==> src/rtl/uart_bus_bridge.sv <==
// UART-driven debug bus master: 'W'/'R' command frames in, single 32-bit bus cycles out, replies on TX.
// Optional RX inactivity timeout on partial frames: define BRIDGE_TIMEOUT_EN.
module uart_bus_bridge #(
   parameter int CLKS_PER_BIT = 10417,
   parameter int TIMEOUT_CLKS = 2000000
) (
   input  logic        clk,
   input  logic        reset,
   input  logic        UART_RX,
   output logic        UART_TX,
   output logic        bus_req,
   input  logic        bus_gnt,
   output logic        rd,
   output logic        wr,
   output logic [31:0] addr,
   output logic [31:0] wdata,
   input  logic [31:0] rdata,
   output logic        busy,
   output logic        frame_err
);

   localparam logic [15:0] BIT_LAST  = 16'(CLKS_PER_BIT - 1);
   localparam logic [15:0] HALF_LAST = 16'(CLKS_PER_BIT / 2 - 1);
   // The final stop-bit cycle is spent in TX idle so a back-to-back byte loads with no gap.
   localparam logic [15:0] STOP_LAST = 16'(CLKS_PER_BIT - 2);

   typedef enum logic [1:0] {RX_IDLE, RX_START, RX_DATA, RX_STOP} rx_state_e;
   typedef enum logic       {TX_IDLE, TX_BUSY} tx_state_e;
   typedef enum logic [2:0] {C_IDLE, C_ADDR, C_DATA, C_REQ, C_XFER, C_RESP} cmd_state_e;

   // ---------------- RX ----------------
   logic       rx_s1_q, rx_s2_q, rx_s3_q;
   rx_state_e  rx_state_q, rx_state_d;
   logic [15:0] rx_cnt_q, rx_cnt_d;
   logic [2:0] rx_bit_q, rx_bit_d;
   logic [7:0] rx_shift_q, rx_shift_d;
   logic       rx_valid_q, rx_valid_d;
   logic       frame_err_q, frame_err_d;

   always_ff @(posedge clk) begin
      if (!reset) begin
         rx_s1_q     <= 1'b1;
         rx_s2_q     <= 1'b1;
         rx_s3_q     <= 1'b1;
         rx_state_q  <= RX_IDLE;
         rx_cnt_q    <= '0;
         rx_bit_q    <= '0;
         rx_shift_q  <= '0;
         rx_valid_q  <= 1'b0;
         frame_err_q <= 1'b0;
      end else begin
         rx_s1_q     <= UART_RX;
         rx_s2_q     <= rx_s1_q;
         rx_s3_q     <= rx_s2_q;
         rx_state_q  <= rx_state_d;
         rx_cnt_q    <= rx_cnt_d;
         rx_bit_q    <= rx_bit_d;
         rx_shift_q  <= rx_shift_d;
         rx_valid_q  <= rx_valid_d;
         frame_err_q <= frame_err_d;
      end
   end

   always_comb begin
      rx_state_d  = rx_state_q;
      rx_cnt_d    = rx_cnt_q + 16'd1;
      rx_bit_d    = rx_bit_q;
      rx_shift_d  = rx_shift_q;
      rx_valid_d  = 1'b0;
      frame_err_d = 1'b0;
      case (rx_state_q)
         RX_IDLE: begin
            rx_cnt_d = '0;
            if (rx_s3_q && !rx_s2_q) rx_state_d = RX_START;
         end
         RX_START: if (rx_cnt_q == HALF_LAST) begin
            rx_cnt_d   = '0;
            rx_bit_d   = '0;
            rx_state_d = rx_s2_q ? RX_IDLE : RX_DATA;
         end
         RX_DATA: if (rx_cnt_q == BIT_LAST) begin
            rx_cnt_d   = '0;
            rx_shift_d = {rx_s2_q, rx_shift_q[7:1]};
            rx_bit_d   = rx_bit_q + 3'd1;
            if (rx_bit_q == 3'd7) rx_state_d = RX_STOP;
         end
         RX_STOP: if (rx_cnt_q == BIT_LAST) begin
            rx_cnt_d    = '0;
            rx_state_d  = RX_IDLE;
            rx_valid_d  = rx_s2_q;
            frame_err_d = !rx_s2_q;
         end
         default: rx_state_d = RX_IDLE;
      endcase
   end

   // ---------------- TX ----------------
   tx_state_e   tx_state_q, tx_state_d;
   logic [15:0] tx_cnt_q, tx_cnt_d;
   logic [8:0]  tx_shift_q, tx_shift_d;
   logic [3:0]  tx_left_q, tx_left_d;
   logic        tx_line_q, tx_line_d;
   logic        tx_ready, tx_start;
   logic [7:0]  tx_byte;

   assign tx_ready = (tx_state_q == TX_IDLE);

   always_ff @(posedge clk) begin
      if (!reset) begin
         tx_state_q <= TX_IDLE;
         tx_cnt_q   <= '0;
         tx_shift_q <= '1;
         tx_left_q  <= '0;
         tx_line_q  <= 1'b1;
      end else begin
         tx_state_q <= tx_state_d;
         tx_cnt_q   <= tx_cnt_d;
         tx_shift_q <= tx_shift_d;
         tx_left_q  <= tx_left_d;
         tx_line_q  <= tx_line_d;
      end
   end

   always_comb begin
      tx_state_d = tx_state_q;
      tx_cnt_d   = tx_cnt_q + 16'd1;
      tx_shift_d = tx_shift_q;
      tx_left_d  = tx_left_q;
      tx_line_d  = tx_line_q;
      case (tx_state_q)
         TX_IDLE: begin
            tx_cnt_d  = '0;
            tx_line_d = 1'b1;
            if (tx_start) begin
               tx_state_d = TX_BUSY;
               tx_line_d  = 1'b0;
               tx_shift_d = {1'b1, tx_byte};
               tx_left_d  = 4'd9;
            end
         end
         TX_BUSY: begin
            if (tx_left_q == 4'd0) begin
               if (tx_cnt_q == STOP_LAST) begin
                  tx_state_d = TX_IDLE;
                  tx_cnt_d   = '0;
               end
            end else if (tx_cnt_q == BIT_LAST) begin
               tx_cnt_d   = '0;
               tx_line_d  = tx_shift_q[0];
               tx_shift_d = {1'b1, tx_shift_q[8:1]};
               tx_left_d  = tx_left_q - 4'd1;
            end
         end
         default: tx_state_d = TX_IDLE;
      endcase
   end

   // ---------------- command FSM ----------------
   cmd_state_e  cmd_q, cmd_d;
   logic        is_wr_q, is_wr_d;
   logic [1:0]  byte_cnt_q, byte_cnt_d;
   logic [1:0]  resp_idx_q, resp_idx_d;
   logic [31:0] addr_q, addr_d, wdata_q, wdata_d, rdata_q, rdata_d;
   logic        pend_q, pend_d;
   logic [7:0]  pend_byte_q, pend_byte_d;
   logic        timeout_hit;
   logic [7:0]  resp_byte;

`ifdef BRIDGE_TIMEOUT_EN
   localparam logic [31:0] TO_LAST = 32'(TIMEOUT_CLKS - 1);
   logic [31:0] to_cnt_q;

   always_ff @(posedge clk) begin
      if (!reset || rx_valid_q || !(cmd_q == C_ADDR || cmd_q == C_DATA)) to_cnt_q <= '0;
      else                                                                to_cnt_q <= to_cnt_q + 32'd1;
   end

   assign timeout_hit = (cmd_q == C_ADDR || cmd_q == C_DATA) && (to_cnt_q == TO_LAST);
`else
   // Counter compiled out: nothing ever times out (parameter referenced only to keep it live).
   assign timeout_hit = (TIMEOUT_CLKS < 0);
`endif

   always_ff @(posedge clk) begin
      if (!reset) begin
         cmd_q       <= C_IDLE;
         is_wr_q     <= 1'b0;
         byte_cnt_q  <= '0;
         resp_idx_q  <= '0;
         addr_q      <= '0;
         wdata_q     <= '0;
         rdata_q     <= '0;
         pend_q      <= 1'b0;
         pend_byte_q <= '0;
      end else begin
         cmd_q       <= cmd_d;
         is_wr_q     <= is_wr_d;
         byte_cnt_q  <= byte_cnt_d;
         resp_idx_q  <= resp_idx_d;
         addr_q      <= addr_d;
         wdata_q     <= wdata_d;
         rdata_q     <= rdata_d;
         pend_q      <= pend_d;
         pend_byte_q <= pend_byte_d;
      end
   end

   always_comb begin
      case (resp_idx_q)
         2'd0:    resp_byte = rdata_q[31:24];
         2'd1:    resp_byte = rdata_q[23:16];
         2'd2:    resp_byte = rdata_q[15:8];
         default: resp_byte = rdata_q[7:0];
      endcase
   end

   always_comb begin
      cmd_d       = cmd_q;
      is_wr_d     = is_wr_q;
      byte_cnt_d  = byte_cnt_q;
      resp_idx_d  = resp_idx_q;
      addr_d      = addr_q;
      wdata_d     = wdata_q;
      rdata_d     = rdata_q;
      pend_d      = pend_q;
      pend_byte_d = pend_byte_q;
      tx_start    = 1'b0;
      tx_byte     = 8'h00;

      // Single-byte replies ('?', 'T') go out ahead of any multi-byte response.
      if (pend_q) begin
         tx_start = tx_ready;
         tx_byte  = pend_byte_q;
         if (tx_ready) pend_d = 1'b0;
      end else if (cmd_q == C_RESP) begin
         tx_start = tx_ready;
         tx_byte  = is_wr_q ? 8'h4B : resp_byte;
         if (tx_ready) begin
            if (is_wr_q || resp_idx_q == 2'd3) cmd_d = C_IDLE;
            else                               resp_idx_d = resp_idx_q + 2'd1;
         end
      end

      case (cmd_q)
         C_IDLE: if (rx_valid_q) begin
            byte_cnt_d = '0;
            if (rx_shift_q == 8'h57 || rx_shift_q == 8'h52) begin
               cmd_d   = C_ADDR;
               is_wr_d = (rx_shift_q == 8'h57);
            end else begin
               pend_d      = 1'b1;
               pend_byte_d = 8'h3F;
            end
         end
         C_ADDR, C_DATA: begin
            if (frame_err_q) begin
               cmd_d = C_IDLE;
            end else if (timeout_hit) begin
               cmd_d       = C_IDLE;
               pend_d      = 1'b1;
               pend_byte_d = 8'h54;
            end else if (rx_valid_q) begin
               byte_cnt_d = byte_cnt_q + 2'd1;
               if (cmd_q == C_ADDR) addr_d  = {addr_q[23:0], rx_shift_q};
               else                 wdata_d = {wdata_q[23:0], rx_shift_q};
               if (byte_cnt_q == 2'd3)
                  cmd_d = (cmd_q == C_ADDR && is_wr_q) ? C_DATA : C_REQ;
            end
         end
         C_REQ:  if (bus_gnt) cmd_d = C_XFER;
         C_XFER: begin
            cmd_d      = C_RESP;
            resp_idx_d = '0;
            if (!is_wr_q) rdata_d = rdata;
         end
         default: ;
      endcase
   end

   assign UART_TX   = tx_line_q;
   assign busy      = (cmd_q != C_IDLE);
   assign bus_req   = (cmd_q == C_REQ) || (cmd_q == C_XFER);
   assign rd        = (cmd_q == C_XFER) && !is_wr_q;
   assign wr        = (cmd_q == C_XFER) && is_wr_q;
   assign addr      = addr_q;
   assign wdata     = wdata_q;
   assign frame_err = frame_err_q;

endmodule
==> config.mk <==
export PLATFORM = sky130hd
export DESIGN_NAME = uart_bus_bridge
export DESIGN_NICKNAME = d
export VERILOG_FILES = /design/src/rtl/uart_bus_bridge.sv
export SDC_FILE = /design/constraint.sdc
export NUM_CORES = 1
export LEC_CHECK = 0
export CORE_AREA = 2 2 160 115
export DETAILED_ROUTE_END_ITERATION = 12
export DIE_AREA = 0 0 162 117
export GPL_ROUTABILITY_DRIVEN = 1
export PLACE_DENSITY = 0.61
export SETUP_SLACK_MARGIN = 0.02
export SYNTH_ARGS = -nofsm -noshare
export SYNTH_HDL_FRONTEND = slang
export SYNTH_SLANG_ARGS = --single-unit
==> constraint.sdc <==
create_clock -name clk -period 2.4 [get_ports clk]
set_input_delay 0.48 -clock clk [delete_from_list [all_inputs] [get_ports clk]]
set_output_delay 0.48 -clock clk [all_outputs]
set_load 0.01 [all_outputs]
== Word-level counts from Yosys, hierarchy flattened ==
Cells that the tools add are included.
W data, S select, Z words.
Cells by class
  add/sub/neg operators: 6
  eq/ne operators: 30
  multiplexer cells: 60
  bitwise operators: 8
  reduce and logical (&&, ||, !) cells: 32
Operators with widths (count)
  $mux W16: 5
  $eq A16 B14 Y1 const B: 3
  $pmux W16 S3: 1
  $mux W3: 12
  $add A16 B1 Y16 const B: 2
  $pmux W16 S2: 1
  $mux W9: 3
  $mux W8: 3
  $pmux W8 S3: 1
  $mux W2: 9
  $ne A2 B2 Y1 const B: 9
  $pmux W9 S2: 1
  $eq A16 B13 Y1 const B: 1
  $eq A8 B7 Y1 const B: 2
  $reduce_and A4 Y1: 4
  $reduce_and A3 Y1: 5
  $mux W1: 14
  $mux W4: 3
  $pmux W3 S4: 1
  $eq A2 B2 Y1 const B: 5
  $eq A3 B3 Y1 const B: 3
  $not A1 Y1: 8
  $pmux W2 S4: 1
  $pmux W4 S2: 1
  21 further kinds: 38
Word-level totals
  register bits after elaboration: 171
  input port bits: 36
  output and inout bits: 70

== Logic depth before layout (Yosys ltp) ==
  depth in word-level cells: 10
  gate-level depth with buffers: 8
  gate-level depth less buffers: 6

== Worst setup path before layout ==
No wires, ideal clock.
  path kind: reg-to-reg
  start: register rx_cnt_q[3]
  end: register rx_cnt_q[10]
  library setup time: 0.130 ns
  arrival: 2.030 ns
  required time: 2.270 ns
  path slack: 0.240 ns
  cell stages (with the launch flop): 7
  buffers on the path: 2
  cells stage by stage: dfxtp_1 -> or4b_4 -> or4_4 -> buf_6 -> a22oi_4 -> buf_4 -> nor3_1
On the way
  word-level cells in the longest chain between the ends: 3
  elaborated cells between the ends (all ways): 6
RTL lines
  from (decl): RTL line 34  | logic [15:0] rx_cnt_q, rx_cnt_d;
  from (signal assigned): RTL line 56  | rx_cnt_q <= rx_cnt_d;
  $add A16 B1 Y16 (tied with other cells): RTL line 66  | rx_cnt_d = rx_cnt_q + 16'd1;
  $mux W16, on equally long branches: RTL line 81, 87, 76
  $pmux W16 S3 (*): RTL line 71  | case (rx_state_q)
Mark *: on every way between the ends. The rest lies on a longest branch, timed or not.
A chain may end at the register's enable or synchronous reset.

== Worst setup path after layout ==
  start: register cmd_q[1]
  end: output rd
On the way
  word-level cells in the longest chain between the ends: 2
RTL lines
  from (decl): RTL line 159  | cmd_state_e cmd_q, cmd_d;
  from (signal assigned): RTL line 196  | cmd_q <= cmd_d;
  $eq A3 B3 Y1: RTL line 283  | assign rd = (cmd_q == C_XFER) && !is_wr_q;
  $logic_and A1 B1 Y1: RTL line 283
  to (decl): RTL line 13  | output logic rd,
Every way passes these cells.

==> metrics.log <==
INFO  metric outcome = complete, no violations
INFO  metric first_global_vias = 5619
INFO  metric std_cell_rows = 41
INFO  metric netlist_area = 0.007181 mm^2
INFO  metric synthArstFlopShare = 0
INFO  metric power.combinational.fraction = 0.021
INFO  metric timing.final.ws_setup = 0.1440 ns
INFO  metric core = 0.01754 mm^2
INFO  metric core_occupancy_in_the_finished_layout = 0.5181
INFO  metric syn_inst = 880
INFO  metric timing_max_transition_violations_final = 0
INFO  metric num_io_pins = 106
INFO  metric area_growth_from_synthesis_to_final_layout = 26.59%
INFO  metric drt_iter0_markers = 571
INFO  metric post_cts_repair_setup_buffers = 0
INFO  metric power.switching_fraction = 0.2125
INFO  metric grt_first_pass_wirelength = 28660 um
INFO  metric dr_total_vias = 6300
INFO  metric io_buffers = 105
INFO  metric ys.flop_type = sky130_fd_sc_hd__dfxtp_1
INFO  metric timing.max_slew.rel_slack = 0.1693
INFO  metric ys.warnings.count = 0
INFO  metric critical-path-max-stage-delay = 0.56 ns
INFO  metric hold_crit_start = rx_s1_q
INFO  metric dp_hpwl = 11700 um
INFO  metric cts_hold_buf = 0
INFO  metric ant_nets = 0
INFO  metric timing_hold_violations_final = 0
INFO  metric antenna_found_initial = 0
INFO  metric share_of_synthesized_area_occupied_by_flip_flops_and_latches = 0.4740
INFO  metric filler_cell_count = 1708
INFO  metric finClkSkew = 0.01374 ns
INFO  metric syn_avg_cell_area = 8.160 um^2
INFO  metric r2r_setup_slack = 0.16 ns
INFO  metric worst_r2r_endpoint = tx_left_q[3]
INFO  metric ir_drop = 0.4613 mV
INFO  metric reg_to_reg_start = tx_cnt_q[12]
INFO  metric end_kind = output pin
INFO  metric cp-start-kind = flop
INFO  metric power_density = 626.3 mW/mm^2
INFO  metric initial_utilization = 0.4093
INFO  metric whs_endpoint = rx_s2_q
INFO  metric count_of_state_elements_after_synthesis = 170
INFO  metric finalWorstPathRequiredPeriod = 2.256 ns
INFO  metric clock_power_share = 0.483
INFO  metric htree_levels = 4
INFO  metric place_worst_setup_slack = 0.1710 ns
INFO  metric placed_cells = 1187
INFO  metric period_share = 0.9400
INFO  metric critPathArrivalTime = 1.78 ns
INFO  metric cp_max_fo = 8
INFO  metric power.switching = 1.210 mW
INFO  metric global_route.usage.total = 0.1853
INFO  metric cellInternalPower = 4.484 mW
INFO  metric synth-edff-count = 0
INFO  metric post_layout_nonfiller_instances = 1219
INFO  metric numClockSinks = 170
INFO  metric grt_overflow_total = 0
INFO  metric grt_start_max_net_pins = 78
INFO  metric critical-path-slowest-cell = sky130_fd_sc_hd__clkdlybuf4s50_1
INFO  metric drt-pass1-iter-count = 5
INFO  metric timing.hold.worst.class = flop to flop
INFO  metric worst-setup-path-type = flop to output pin
INFO  metric final-setup-viol-count = 0
INFO  metric cap_viol_max_count = 0
INFO  metric clock_tree_from_tritoncts = done
INFO  metric min_delay_path_depth = 1
INFO  metric timing.critical_path.cells = nor3b_2, nand2b_1, inv_1, clkdlybuf4s50_1
INFO  metric dieWidth = 162 um
INFO  metric die_height = 117 um
INFO  metric cts_buffer_depth = 2
INFO  metric detail_route.drc_violations = 0
INFO  metric finish.net_count = 1019
INFO  metric totalWireLength = 17250 um
INFO  metric total_leakage_power = 2.937 nW
INFO  metric worst_r2r_path_depth = 4
INFO  metric clk_root_buffer_cell = sky130_fd_sc_hd__clkbuf_16
INFO  metric gp_routability_congestion = 0.8189
INFO  metric clkLatencyLatePin = 0.43 ns
INFO  metric diodes = 0
INFO  metric worst-slew-pin-transition = 1.238 ns
INFO  metric final.setup.tns = 0 ns
INFO  metric detail_route.wl_per_cell = 14.15 um
INFO  metric fp.dieArea = 0.01895 mm^2
INFO  metric syn-num-nets = 929
INFO  metric unrepaired_setup_endpoints_after_global_routing = false
INFO  metric timing.fmax = 443.3 MHz
INFO  metric seq_power_share = 0.496
INFO  metric final_layout_size_suffix_gt1_frac = 0.07121
INFO  metric critical_path_required = 1.92 ns
INFO  metric cts.clk_slew.worst_paths = 0.06 ns
INFO  metric synthDistinctLibCells = 58
INFO  metric cts_buffers = 17
INFO  metric avg_vias_per_cell = 5.168
-- worst max-delay path, delay by kind of cell, from the launching register on --
| kind | cells | cell delay (ns) |
|---|---|---|
| DFF | 1 | 0.39 |
| buffers and inverters | 2 | 0.64 |
| and+or+nand+nor | 2 | 0.34 |
-- flip-flops by register name, summed over array words and instances, names as in the netlist, 3 cells and up, named ones only --
register / flops
rx_bit_q: 3
wdata: 32
tx_left_q: 4
addr: 32
rx_cnt_q: 16
rdata_q: 32
tx_shift_q: 8
cmd_q: 3
rx_shift_q: 8
tx_cnt_q: 16
-- layer usage --
metal  vias up  global-route usage  part of all wire
met2       124              0.2496              0.41
met5         -                   0                 0
met4         0             0.04897            0.0055
met1      2926              0.2898              0.54
li1       3241                   -                 -
met3         9             0.04440             0.044
-- power by group through the flow --
stage | logic (mW) | registers [mW] | clock network [mW]
3_5_place_dp | 0.120 | 2.89 | 0
4_1_cts | 0.120 | 2.82 | 2.81
5_1_grt | 0.128 | 2.82 | 2.93
2_1_floorplan | 0.0430 | 2.89 | 0
6_report | 0.119 | 2.82 | 2.75
3_3_place_gp | 0.120 | 2.89 | 0
-- cell usage after synthesis, drive strengths merged (9+ instances only) --
cell type / instances / area share
nand2: 222 / 0.12
nand4: 18 / 0.016
a211oi: 9 / 0.0094
a21oi: 116 / 0.081
ha: 13 / 0.023
o21ai: 16 / 0.011
nor3: 37 / 0.026
o221ai: 9 / 0.011
xor2: 10 / 0.012
dfxtp: 170 / 0.47
xnor2: 15 / 0.018
nand3: 19 / 0.013
inv: 31 / 0.016
clkbuf: 50 / 0.026
nor2: 20 / 0.010
-- cell usage in the layout, fill, tap and decap left out, types with 10 or more instances in the layout --
cell / netlist / routed
sky130_fd_sc_hd__clkdlybuf4s50_1: 0 / 104
sky130_fd_sc_hd__nand4_1: 18 / 18
sky130_fd_sc_hd__nor3_1: 37 / 37
sky130_fd_sc_hd__o21ai_0: 14 / 14
sky130_fd_sc_hd__xor2_1: 10 / 10
sky130_fd_sc_hd__nand2_1: 222 / 222
sky130_fd_sc_hd__nor2_1: 20 / 20
sky130_fd_sc_hd__ha_1: 13 / 13
sky130_fd_sc_hd__xnor2_1: 15 / 15
sky130_fd_sc_hd__nand3_1: 19 / 19
sky130_fd_sc_hd__inv_1: 31 / 30
sky130_fd_sc_hd__dfxtp_1: 170 / 170
sky130_fd_sc_hd__buf_4: 1 / 23
sky130_fd_sc_hd__clkbuf_16: 0 / 17
sky130_fd_sc_hd__a21oi_1: 116 / 116
-- layout make-up --
cell class                      instances  area, um^2  share of cell area
Sequential cell                       170        3403              0.3744
Inverter                               31       117.6             0.01294
Multi-Input combinational cell        621        3437              0.3781
Clock buffer                           20       456.7             0.05024
Clock inverter                         12       137.6             0.01514
Tap cell                              236       295.3             0.03248
Timing Repair Buffer                  129        1242              0.1367
-- worst max-delay path by stage --
| stage | cells after the start | slack (ns) | startpoint | endpoint |
|---|---|---|---|---|
| 6_report | 4 | 0.14 | cmd_q[1] | rd |
| 5_1_grt | 4 | 0.04 | cmd_q[1] | rd |
| 4_1_cts | 4 | 0.10 | cmd_q[1] | rd |
| 3_5_place_dp | 4 | 0.17 | tx_cnt_q[12] | tx_left_q[3] |
| 3_3_place_gp | 4 | 0.22 | tx_cnt_q[12] | tx_left_q[3] |
| 2_1_floorplan | 6 | 0.24 | rx_cnt_q[3] | rx_cnt_q[10] |
-- logic make-up after synthesis --
group,synth area share
and+or+nand+nor,0.2469
AOI/OAI and AO/OA,0.1678
DFF,0.4739
buffers and inverters,0.04844
xor gates and xnor gates,0.03049
adders and majority gates,0.02265
muxes,0.009758
-- timing repair --
item	CTS	global route
pin swaps	0	1
endpoints found under the hold margin	0	0
gates cloned	0	0
setup endpoints to repair	3	1
resized for setup	2	0
-- per-stage QoR --
stage	area [um^2]	total power [mW]	hold slack, ns
2_1_floorplan	7181	2.931	0.3863
3_5_place_dp	8492	3.008	0.3940
6_report	9090	5.693	0.4079
3_3_place_gp	8492	3.008	0.3927
4_1_cts	9090	5.759	0.4096
5_1_grt	9090	5.886	0.4288
Note: power is estimated with default switching activity, not from simulation.
